## src/rtl/brc_seq_pkg.sv

```systemverilog
// Shared types and the funct3 branch-decision helper for the sequential branch comparator.
package brc_pkg;

  typedef enum logic [2:0] {
    BR_BEQ  = 3'b000,
    BR_BNE  = 3'b001,
    BR_BLT  = 3'b100,
    BR_BGE  = 3'b101,
    BR_BLTU = 3'b110,
    BR_BGEU = 3'b111
  } br_op_e;

  typedef enum logic [1:0] {
    IDLE,
    CMP,
    DONE
  } state_e;

  // Illegal funct3 encodings (010/011) never take the branch.
  function automatic logic taken_f(input logic [2:0] br_op, input logic less, input logic equal);
    logic t;
    case (br_op)
      BR_BEQ:           t = equal;
      BR_BNE:           t = !equal;
      BR_BLT, BR_BLTU:  t = less;
      BR_BGE, BR_BGEU:  t = !less;
      default:          t = 1'b0;
    endcase
    return t;
  endfunction

endpackage

```

## src/rtl/brc_seq_if.sv

```systemverilog
// Request/result handshake bundle between register-read and PC-select stages.
interface brc_seq_if #(
  parameter int XLEN = 32
);
  logic            in_valid;
  logic            in_ready;
  logic [XLEN-1:0] rs1_data;
  logic [XLEN-1:0] rs2_data;
  logic            br_un;
  logic [2:0]      br_op;
  logic            out_valid;
  logic            out_ready;
  logic            br_less;
  logic            br_equal;
  logic            br_taken;

  modport master (
    output in_valid, rs1_data, rs2_data, br_un, br_op, out_ready,
    input  in_ready, out_valid, br_less, br_equal, br_taken
  );

  modport slave (
    input  in_valid, rs1_data, rs2_data, br_un, br_op, out_ready,
    output in_ready, out_valid, br_less, br_equal, br_taken
  );
endinterface

```

## src/rtl/brc_seq_slice_cmp.sv

```systemverilog
// Combinational CHUNK-bit magnitude/equality compare; msb_flip biases the sign bit
// so a signed top slice can be compared as unsigned.
module brc_slice_cmp #(
  parameter int CHUNK = 8
) (
  input  logic [CHUNK-1:0] a,
  input  logic [CHUNK-1:0] b,
  input  logic             msb_flip,
  output logic             lt,
  output logic             eq
);
  logic [CHUNK-1:0] flip;
  logic [CHUNK-1:0] a_f;
  logic [CHUNK-1:0] b_f;

  always_comb begin
    flip            = '0;
    flip[CHUNK-1]   = msb_flip;
    a_f             = a ^ flip;
    b_f             = b ^ flip;
    lt              = (a_f < b_f);
    eq              = (a_f == b_f);
  end
endmodule

```

## src/rtl/brc_seq.sv

```systemverilog
// Multi-cycle branch comparator: walks operands MSB slice first, latching the first
// differing slice's ordering, then presents less/equal/taken until consumed.
module brc_seq
  import brc_pkg::*;
#(
  parameter int XLEN       = 32,
  parameter int CHUNK      = 8,
  parameter int EARLY_EXIT = 0
) (
  input logic       clk,
  input logic       rst,
  brc_seq_if.slave  bus
);
  localparam int NSLICE = XLEN / CHUNK;
  localparam int IDXW   = (NSLICE > 1) ? $clog2(NSLICE) : 1;
  localparam logic [IDXW-1:0] TOP_IDX = IDXW'(NSLICE - 1);

  state_e          state, state_nx;
  logic [XLEN-1:0] a_q, b_q;
  logic [2:0]      op_q;
  logic            uns_q;
  logic [IDXW-1:0] idx;
  logic            less_q, eq_q, decided_q;

  logic [XLEN-1:0] a_sh, b_sh;
  logic            msb_flip, slice_lt, slice_eq, first_diff;

  always_comb begin
    a_sh       = a_q >> (CHUNK * int'(idx));
    b_sh       = b_q >> (CHUNK * int'(idx));
    msb_flip   = !uns_q && (idx == TOP_IDX);
    first_diff = (state == CMP) && !decided_q && !slice_eq;
  end

  brc_slice_cmp #(.CHUNK(CHUNK)) u_cmp (
    .a        (a_sh[CHUNK-1:0]),
    .b        (b_sh[CHUNK-1:0]),
    .msb_flip (msb_flip),
    .lt       (slice_lt),
    .eq       (slice_eq)
  );

  always_ff @(posedge clk) begin
    if (rst) state <= IDLE;
    else     state <= state_nx;
  end

  always_comb begin
    state_nx = state;
    case (state)
      IDLE: if (bus.in_valid) state_nx = CMP;
      CMP:  if (((EARLY_EXIT != 0) && first_diff) || (idx == '0)) state_nx = DONE;
      DONE: if (bus.out_ready) state_nx = IDLE;
      default: state_nx = IDLE;
    endcase
  end

  // Result starts as "equal"; only the first differing slice may overwrite it.
  always_ff @(posedge clk) begin
    if (rst) begin
      a_q       <= '0;
      b_q       <= '0;
      op_q      <= '0;
      uns_q     <= 1'b0;
      idx       <= '0;
      less_q    <= 1'b0;
      eq_q      <= 1'b0;
      decided_q <= 1'b0;
    end else begin
      case (state)
        IDLE: if (bus.in_valid) begin
          a_q       <= bus.rs1_data;
          b_q       <= bus.rs2_data;
          op_q      <= bus.br_op;
          uns_q     <= bus.br_un | bus.br_op[1];
          idx       <= TOP_IDX;
          less_q    <= 1'b0;
          eq_q      <= 1'b1;
          decided_q <= 1'b0;
        end
        CMP: begin
          if (first_diff) begin
            less_q    <= slice_lt;
            eq_q      <= 1'b0;
            decided_q <= 1'b1;
          end
          idx <= idx - 1'b1;
        end
        default: ;
      endcase
    end
  end

  // Results are gated by DONE so nothing stale is visible outside a valid beat.
  assign bus.in_ready  = (state == IDLE);
  assign bus.out_valid = (state == DONE);
  assign bus.br_less   = (state == DONE) && less_q;
  assign bus.br_equal  = (state == DONE) && eq_q;
  assign bus.br_taken  = (state == DONE) && taken_f(op_q, less_q, eq_q);
endmodule

```

## src/flat_wrapper.sv

```systemverilog
// flat-port wrapper written by rule: the top's interface ports become plain ports
module brc_seq_flat import brc_pkg::*;
#(
  parameter int XLEN       = 32,
  parameter int CHUNK      = 8,
  parameter int EARLY_EXIT = 0
)
  (clk, rst, bus_in_valid, bus_rs1_data, bus_rs2_data, bus_br_un, bus_br_op, bus_out_ready, bus_in_ready, bus_out_valid, bus_br_less, bus_br_equal, bus_br_taken);
  brc_seq_if #(.XLEN(XLEN)) bus_i ();
  input logic clk;
  input logic rst;
  input wire logic [$bits(bus_i.in_valid)-1:0] bus_in_valid;
  input wire logic [$bits(bus_i.rs1_data)-1:0] bus_rs1_data;
  input wire logic [$bits(bus_i.rs2_data)-1:0] bus_rs2_data;
  input wire logic [$bits(bus_i.br_un)-1:0] bus_br_un;
  input wire logic [$bits(bus_i.br_op)-1:0] bus_br_op;
  input wire logic [$bits(bus_i.out_ready)-1:0] bus_out_ready;
  output wire logic [$bits(bus_i.in_ready)-1:0] bus_in_ready;
  output wire logic [$bits(bus_i.out_valid)-1:0] bus_out_valid;
  output wire logic [$bits(bus_i.br_less)-1:0] bus_br_less;
  output wire logic [$bits(bus_i.br_equal)-1:0] bus_br_equal;
  output wire logic [$bits(bus_i.br_taken)-1:0] bus_br_taken;
  assign bus_i.in_valid = bus_in_valid;
  assign bus_i.rs1_data = bus_rs1_data;
  assign bus_i.rs2_data = bus_rs2_data;
  assign bus_i.br_un = bus_br_un;
  assign bus_i.br_op = bus_br_op;
  assign bus_i.out_ready = bus_out_ready;
  assign bus_in_ready = bus_i.in_ready;
  assign bus_out_valid = bus_i.out_valid;
  assign bus_br_less = bus_i.br_less;
  assign bus_br_equal = bus_i.br_equal;
  assign bus_br_taken = bus_i.br_taken;
  brc_seq #(.XLEN(XLEN), .CHUNK(CHUNK), .EARLY_EXIT(EARLY_EXIT)) u_core (.clk(clk), .rst(rst), .bus(bus_i));
endmodule
```

## config.mk

```make
export PLATFORM = sky130hd
export DESIGN_NAME = brc_seq_flat
export DESIGN_NICKNAME = d
export VERILOG_FILES = /design/src/rtl/brc_seq_pkg.sv /design/src/rtl/brc_seq_if.sv /design/src/rtl/brc_seq_slice_cmp.sv /design/src/rtl/brc_seq.sv /design/src/flat_wrapper.sv
export SDC_FILE = /design/constraint.sdc
export NUM_CORES = 1
export LEC_CHECK = 0
export BUFFER_PORTS_ARGS = -buffer_cell sky130_fd_sc_hd__buf_2
export CAP_MARGIN = 40
export CORE_MARGIN = 2
export CORE_UTILIZATION = 29
export CTS_BUF_LIST = sky130_fd_sc_hd__clkbuf_8 sky130_fd_sc_hd__clkbuf_16
export DETAILED_ROUTE_END_ITERATION = 6
export SYNTH_ARGS = -nofsm -noshare
export SYNTH_HDL_FRONTEND = slang
export SYNTH_HIERARCHICAL = 1
export SYNTH_SLANG_ARGS = --single-unit
```

## constraint.sdc

```tcl
create_clock -name clk -period 2.9 [get_ports clk]
set_input_delay 0.58 -clock clk [delete_from_list [all_inputs] [get_ports clk]]
set_output_delay 0.58 -clock clk [all_outputs]
set_load 0.005 [all_outputs]
```

Word-level counts from Yosys, hierarchy flattened:

Cells that the tools add are included.

* flip-flop bits (word level): 75
* bits of input ports: 72
* output and inout port bits: 5
* word-level logic and storage cells: 65

* add/sub/neg operators: 1
* $lt $le $gt $ge: 1
* equal/unequal tests: 13
* shifts and indexed selects: 2
* muxes and demuxes: 15
* bitwise operators: 3
* reduce and logical (&&, ||, !) cells: 21

Operators with widths (count)
* $shr 32x5->8: 2
* $xor 8x8->8: 2
* $eq 3x3->1 const B: 4
* $eq 8x8->1: 1
* $lt 8x8->1: 1
* $mux 2: 4
* $logic_and 1x1->1: 6
* $ne 2x2->1 const B: 3
* $pmux 1 s2: 3
* $pmux 2 s3: 1
* $reduce_and 3->1: 2
* $logic_not 1->1: 5
* $mux 1: 5
* $eq 2x2->1 const B: 2
* $logic_not 2->1: 2
* $pmux 1 s4: 1
* $pmux 2 s2: 1
* $reduce_and 2->1: 2
* $reduce_or 2->1: 2
* $eq 3x1->1 const B: 1
* $logic_not 3->1: 1
* $eq 2x1->1 const B: 1
* $ne 2x1->1 const B: 1
* $reduce_bool 2->1: 1
* 2 further kinds: 2

Depth between registers and ports, before layout:

* depth in word-level cells: 8
* depth in mapped cells: 11
* mapped depth without buffers: 9

Cells and area by module:

The synthesis kept the hierarchy.

By module, submodules not included
* brc_seq: times used 1, cells each 361, area each 3170.5 um^2, seq. area each 1501.4 um^2
* brc_slice_cmp: times used 1, cells each 29, area each 219.0 um^2, seq. area each 0.0 um^2

Least setup slack after synthesis:

Ideal clock, no wire load.

* path kind: register to register
* start: register u_core.idx[0]
* end: register u_core.eq_q
* setup time: 0.128 ns
* data arrival time: 2.405 ns
* required time: 2.772 ns
* slack: 0.368 ns
* cell stages (with the launch flop): 10
* buffers on the path: 1
* clock period less this slack: 2.532 ns
* cell sequence: dfxtp_1 > buf_2 > mux4_2 > xor2_1 > ha_1 > nand3_1 > nor3_1 > or4b_1 > a21oi_1 > nor2_1

* elaborated cells between the ends (all ways): 11
* classes of those cells: 3 x eq/ne; 2 x shift; 2 x bitwise; 4 x reduce/logical

RTL lines
* start, declared: RTL line brc_seq.sv:22 `logic [IDXW-1:0] idx;`
* start signal, assigned: RTL line brc_seq.sv:87 `idx <= idx - 1'b1;`
* $shr 32x5->8: RTL line brc_seq.sv:29 `a_sh = a_q >> (CHUNK * int'(idx));`
* net u_core.a_sh[7]: RTL line brc_seq.sv:25 `logic [XLEN-1:0] a_sh, b_sh;`
* $xor 8x8->8: RTL line brc_seq_slice_cmp.sv:19 `a_f = a ^ flip;`
* $eq 8x8->1: RTL line brc_seq_slice_cmp.sv:22 `eq = (a_f == b_f);`
* net u_core.slice_eq: RTL line brc_seq.sv:26 `logic msb_flip, slice_lt, slice_eq, first_diff;`
* $logic_not 1->1: RTL line brc_seq.sv:32 `first_diff = (state == CMP) && !decided_q && !slice_eq;`
* $logic_and 1x1->1: RTL line brc_seq.sv:32
* $ne 2x1->1 (no source line)
* $reduce_and 3->1 (no source line)
* end signal, assigned: RTL line brc_seq.sv:67 `eq_q <= 1'b0;`
* end signal, assigned: RTL line brc_seq.sv:78 `eq_q <= 1'b1;`
* end signal, assigned: RTL line brc_seq.sv:84 `eq_q <= 1'b0;`
* end, declared: RTL line brc_seq.sv:23 `logic less_q, eq_q, decided_q;`

The timed path passes the listed nets, and every way through them passes these cells.
A chain may end at the register's enable or synchronous reset.

Worst setup path after layout:

* start: register u_core.idx[0]
* end: register u_core.eq_q

* cells in the longest elaborated chain, start to end: 8
* elaborated cells between the ends (all ways): 11
* classes of those cells: 3 x eq/ne; 2 x shift; 2 x bitwise; 4 x reduce/logical

Ends and longest elaborated chain
* $eq 2x2->1 *: RTL line brc_seq.sv:31 `msb_flip = !uns_q && (idx == TOP_IDX);`
* $logic_and 1x1->1 *: RTL line brc_seq.sv:31
* net u_core.msb_flip: RTL line brc_seq.sv:26
* $xor 8x8->8 (on tied branches): RTL line brc_seq_slice_cmp.sv:19, brc_seq_slice_cmp.sv:20
* $eq 8x8->1 *: RTL line brc_seq_slice_cmp.sv:22
* net u_core.slice_eq: RTL line brc_seq.sv:26
* $logic_not 1->1 *: RTL line brc_seq.sv:32
* $logic_and 1x1->1 *: RTL line brc_seq.sv:32
* $ne 2x1->1 (no source line) *
* $reduce_and 3->1 (no source line) *

Mark *: on every way through the listed nets, which the timed path passes. The rest lies on a longest branch.

==> impl_metrics.tcl <==
set metrics [dict create \
    drtIter0Drc 221 \
    cp_max_fo 13 \
    rsz0062_at_grt "false" \
    synth_edf_count 0 \
    power_frac_comb 0.177 \
    placed_cell_area_um2 3820 \
    cts_max_level 3 \
    final.min_clock_period_ns 2.49 \
    synth.distinct_cells 31 \
    path_cells "buf_4 > ha_1 > nor2b_1 > xor2_1 > ha_1 > nand3_1 > nor3_1 > or4b_1 > a21oi_1 > nor2_1" \
    dieArea_um2 12600 \
    synth_warnings 6 \
    hp-class "reg2reg" \
    io_buffers 76 \
    worst-path-buf-inv 1 \
    pwr_density_cell_nw_per_um2 645 \
    synth_area_leaders "dfxtp_1, nand2_1, mux4_2" \
    yosysTopAreaCell "dfxtp_1" \
    vias 2800 \
    grt_pass1_wl_mm 13.3 \
    finalSetupViolations 0 \
    cap_violations 0 \
    arrival_ns 2.68 \
    insertion_delay_ns 0.33 \
    dr.pass1.iters 4 \
    dp_hpwl_mm 6.19 \
    wl_per_cell_um 13.4 \
    p_leak_nw 1.69 \
    fin_util 0.359 \
    ctsHoldBuffers 0 \
    ys_seq_area_frac 0.443 \
    min-delay-start "u_core/a_q[19]" \
    fp-row-count 39 \
    required_ns 3.09 \
    hold_slack_ns 0.459 \
    fin_skew_ns 0.00629 \
    finalCritPeriodShare 0.859 \
    synth_seq_cells 75 \
    n_antenna_cell 0 \
    yosys-top-cells-count "nand2_1, dfxtp_1, a21oi_1, mux4_2, inv_1" \
    crit_path_start_kind "flop" \
    rr_startpoint "u_core/idx[0]" \
    worstSetupPathType "reg2reg" \
    syn_area_um2 3390 \
    yosysMostFrequentCell "nand2_1" \
    seqPwrFrac 0.442 \
    io-pin-count 77 \
    gp_congestion 0.825 \
    drt_wl_total_mm 8.12 \
    clock_sinks 75 \
    ys.flop_type "dfxtp_1" \
    vdd_drop_max_v 0.000280 \
    crit_family "simple AND/OR/NAND/NOR gates" \
    grt.total_usage 0.133 \
    die_x_um 112 \
    start_util 0.297 \
    antenna_found_initial 0 \
    grt_pass1_vias 2797 \
    nets 538 \
    switching_share 0.277 \
    die_h_um 112 \
    synth_top_area_frac 0.443 \
    numCtsBuffers 9 \
    relSlewSlack 0.529 \
    crit_start "u_core/idx[0]" \
    end_kind "flop" \
    drc 0 \
    ant_nets 0 \
    avgViaCountPerCell 4.64 \
    cts-resized-gates 0 \
    core-area_um2 11400 \
    drive_above_1_share 0.267 \
    netlist_instances 390 \
    clk_pin_slew_worst_paths_ns 0.06 \
    syn_avg_cell_area_um2 8.69 \
    hold_viol_final 0 \
    stdcell_area_um2 4100 \
    cpMaxStageDelayCell "or4b_1" \
    grt_max_degree 71 \
    grt_overflow 0 \
    clock_path_buffers 2 \
    worst_slew_pin_slew_ns 0.707 \
    cts_setup_buffers 0 \
    async_flop_share 0 \
    fill_cells 1213 \
    fin_tns_setup_ns 0 \
    clock-root-buffer "clkbuf_16" \
    synth_nets 472 \
    cts_tree "yes" \
    p_sw_uw 731 \
    internal-power_mw 1.91 \
    outcome "finished clean" \
    cpMostUsedCell "ha_1" \
    slowest_delay_ns 0.50 \
    total_power_mw 2.64 \
    drv_slew 0 \
    clkPwrFrac 0.381 \
    syn_to_final_growth_pct 20.8 \
    clock.fmax_mhz 401 \
]
-- metal layers --
layer / wire [µm] / share of wire / vias up / global-route usage
met2: 3990 / 0.49 / 67 / 0.219
met4: 91 / 0.011 / 0 / 0.0423
met5: 0 / 0 / - / 0
li1: - / - / 1434 / -
met1: 3580 / 0.44 / 1293 / 0.164
met3: 451 / 0.056 / 6 / 0.0486
-- cells in the final DEF, fill, tap and decap left out, drive strengths merged --
master	n
a211oi	3
inv	14
nor3	4
xor2	3
or3b	1
or4b	1
xnor2	1
and2	2
a221oi	1
dfxtp	75
mux4	16
mux2i	1
nor2	10
clkbuf	9
ha	10
nand2	136
a22oi	2
nor2b	4
clkinv	5
nor4b	1
nand3	3
o21ai	1
a21oi	71
o21ba	1
buf	84
nor3b	1
a21o	1
-- kinds of logic after synthesis --
| group | Yosys count | synth area share |
|---|---|---|
| AO/OA/AOI/OAI | 80 | 0.130 |
| XOR/XNOR | 4 | 0.0103 |
| adder cells (fa/ha/maj) | 10 | 0.0369 |
| buffers and inverters | 41 | 0.0727 |
| flip-flops | 75 | 0.443 |
| multiplexers | 17 | 0.109 |
| AND/OR/NAND/NOR | 163 | 0.198 |
-- state kept, by name (all words and copies together) (netlist names) --
register and cells:
u_core/idx 2, u_core/state 2, u_core/eq_q 1, u_core/a_q 32
u_core/op_q 3, u_core/decided_q 1, u_core/uns_q 1, u_core/less_q 1
u_core/b_q 32
-- path summary, 6_finish.rpt --
check | end | slack, ns | depth (start not counted)
worst min-delay path | u_core/a_q[19] | 0.46 | 2
worst min register to register | u_core/a_q[19] | 0.46 | 2
worst max register to register | u_core/eq_q | 0.41 | 10
worst max-delay path | u_core/eq_q | 0.41 | 10
-- through the flow --
step / std cells / worst slack [ns]
after floorplan: 390 / 0.368
after global placement: 588 / 0.498
after detailed placement: 588 / 0.396
after CTS: 604 / 0.385
after global routing: 604 / 0.219
final: 604 / 0.409
-- power by group through the flow --
stage          sequential [mW]  combinational [mW]  clock [mW]
3_3_place_gp              1.19               0.457           0
3_5_place_dp              1.19               0.473           0
5_1_grt                   1.18               0.528        1.09
6_report                  1.17               0.466        1.01
4_1_cts                   1.17               0.475        1.03
2_1_floorplan             1.16               0.378           0
-- final cells by class --
type | count | area, µm² | area share
clock buffer | 9 | 225 | 0.0550
clock inverter | 7 | 50.0 | 0.0122
inverter | 12 | 45.0 | 0.0110
multi-input combinational | 274 | 1640 | 0.401
sequential | 75 | 1500 | 0.367
tap | 143 | 179 | 0.0437
timing repair buffer | 84 | 453 | 0.111
-- worst reg2reg max path, stage by stage, from the launching register on --
cell	delay (ns)
dfxtp_1	0.37
buf_4	0.24
ha_1	0.17
nor2b_1	0.23
xor2_1	0.19
ha_1	0.27
nand3_1	0.11
nor3_1	0.08
or4b_1	0.50
a21oi_1	0.16
nor2_1	0.05
Note: power is estimated with default switching activity, not from simulation.
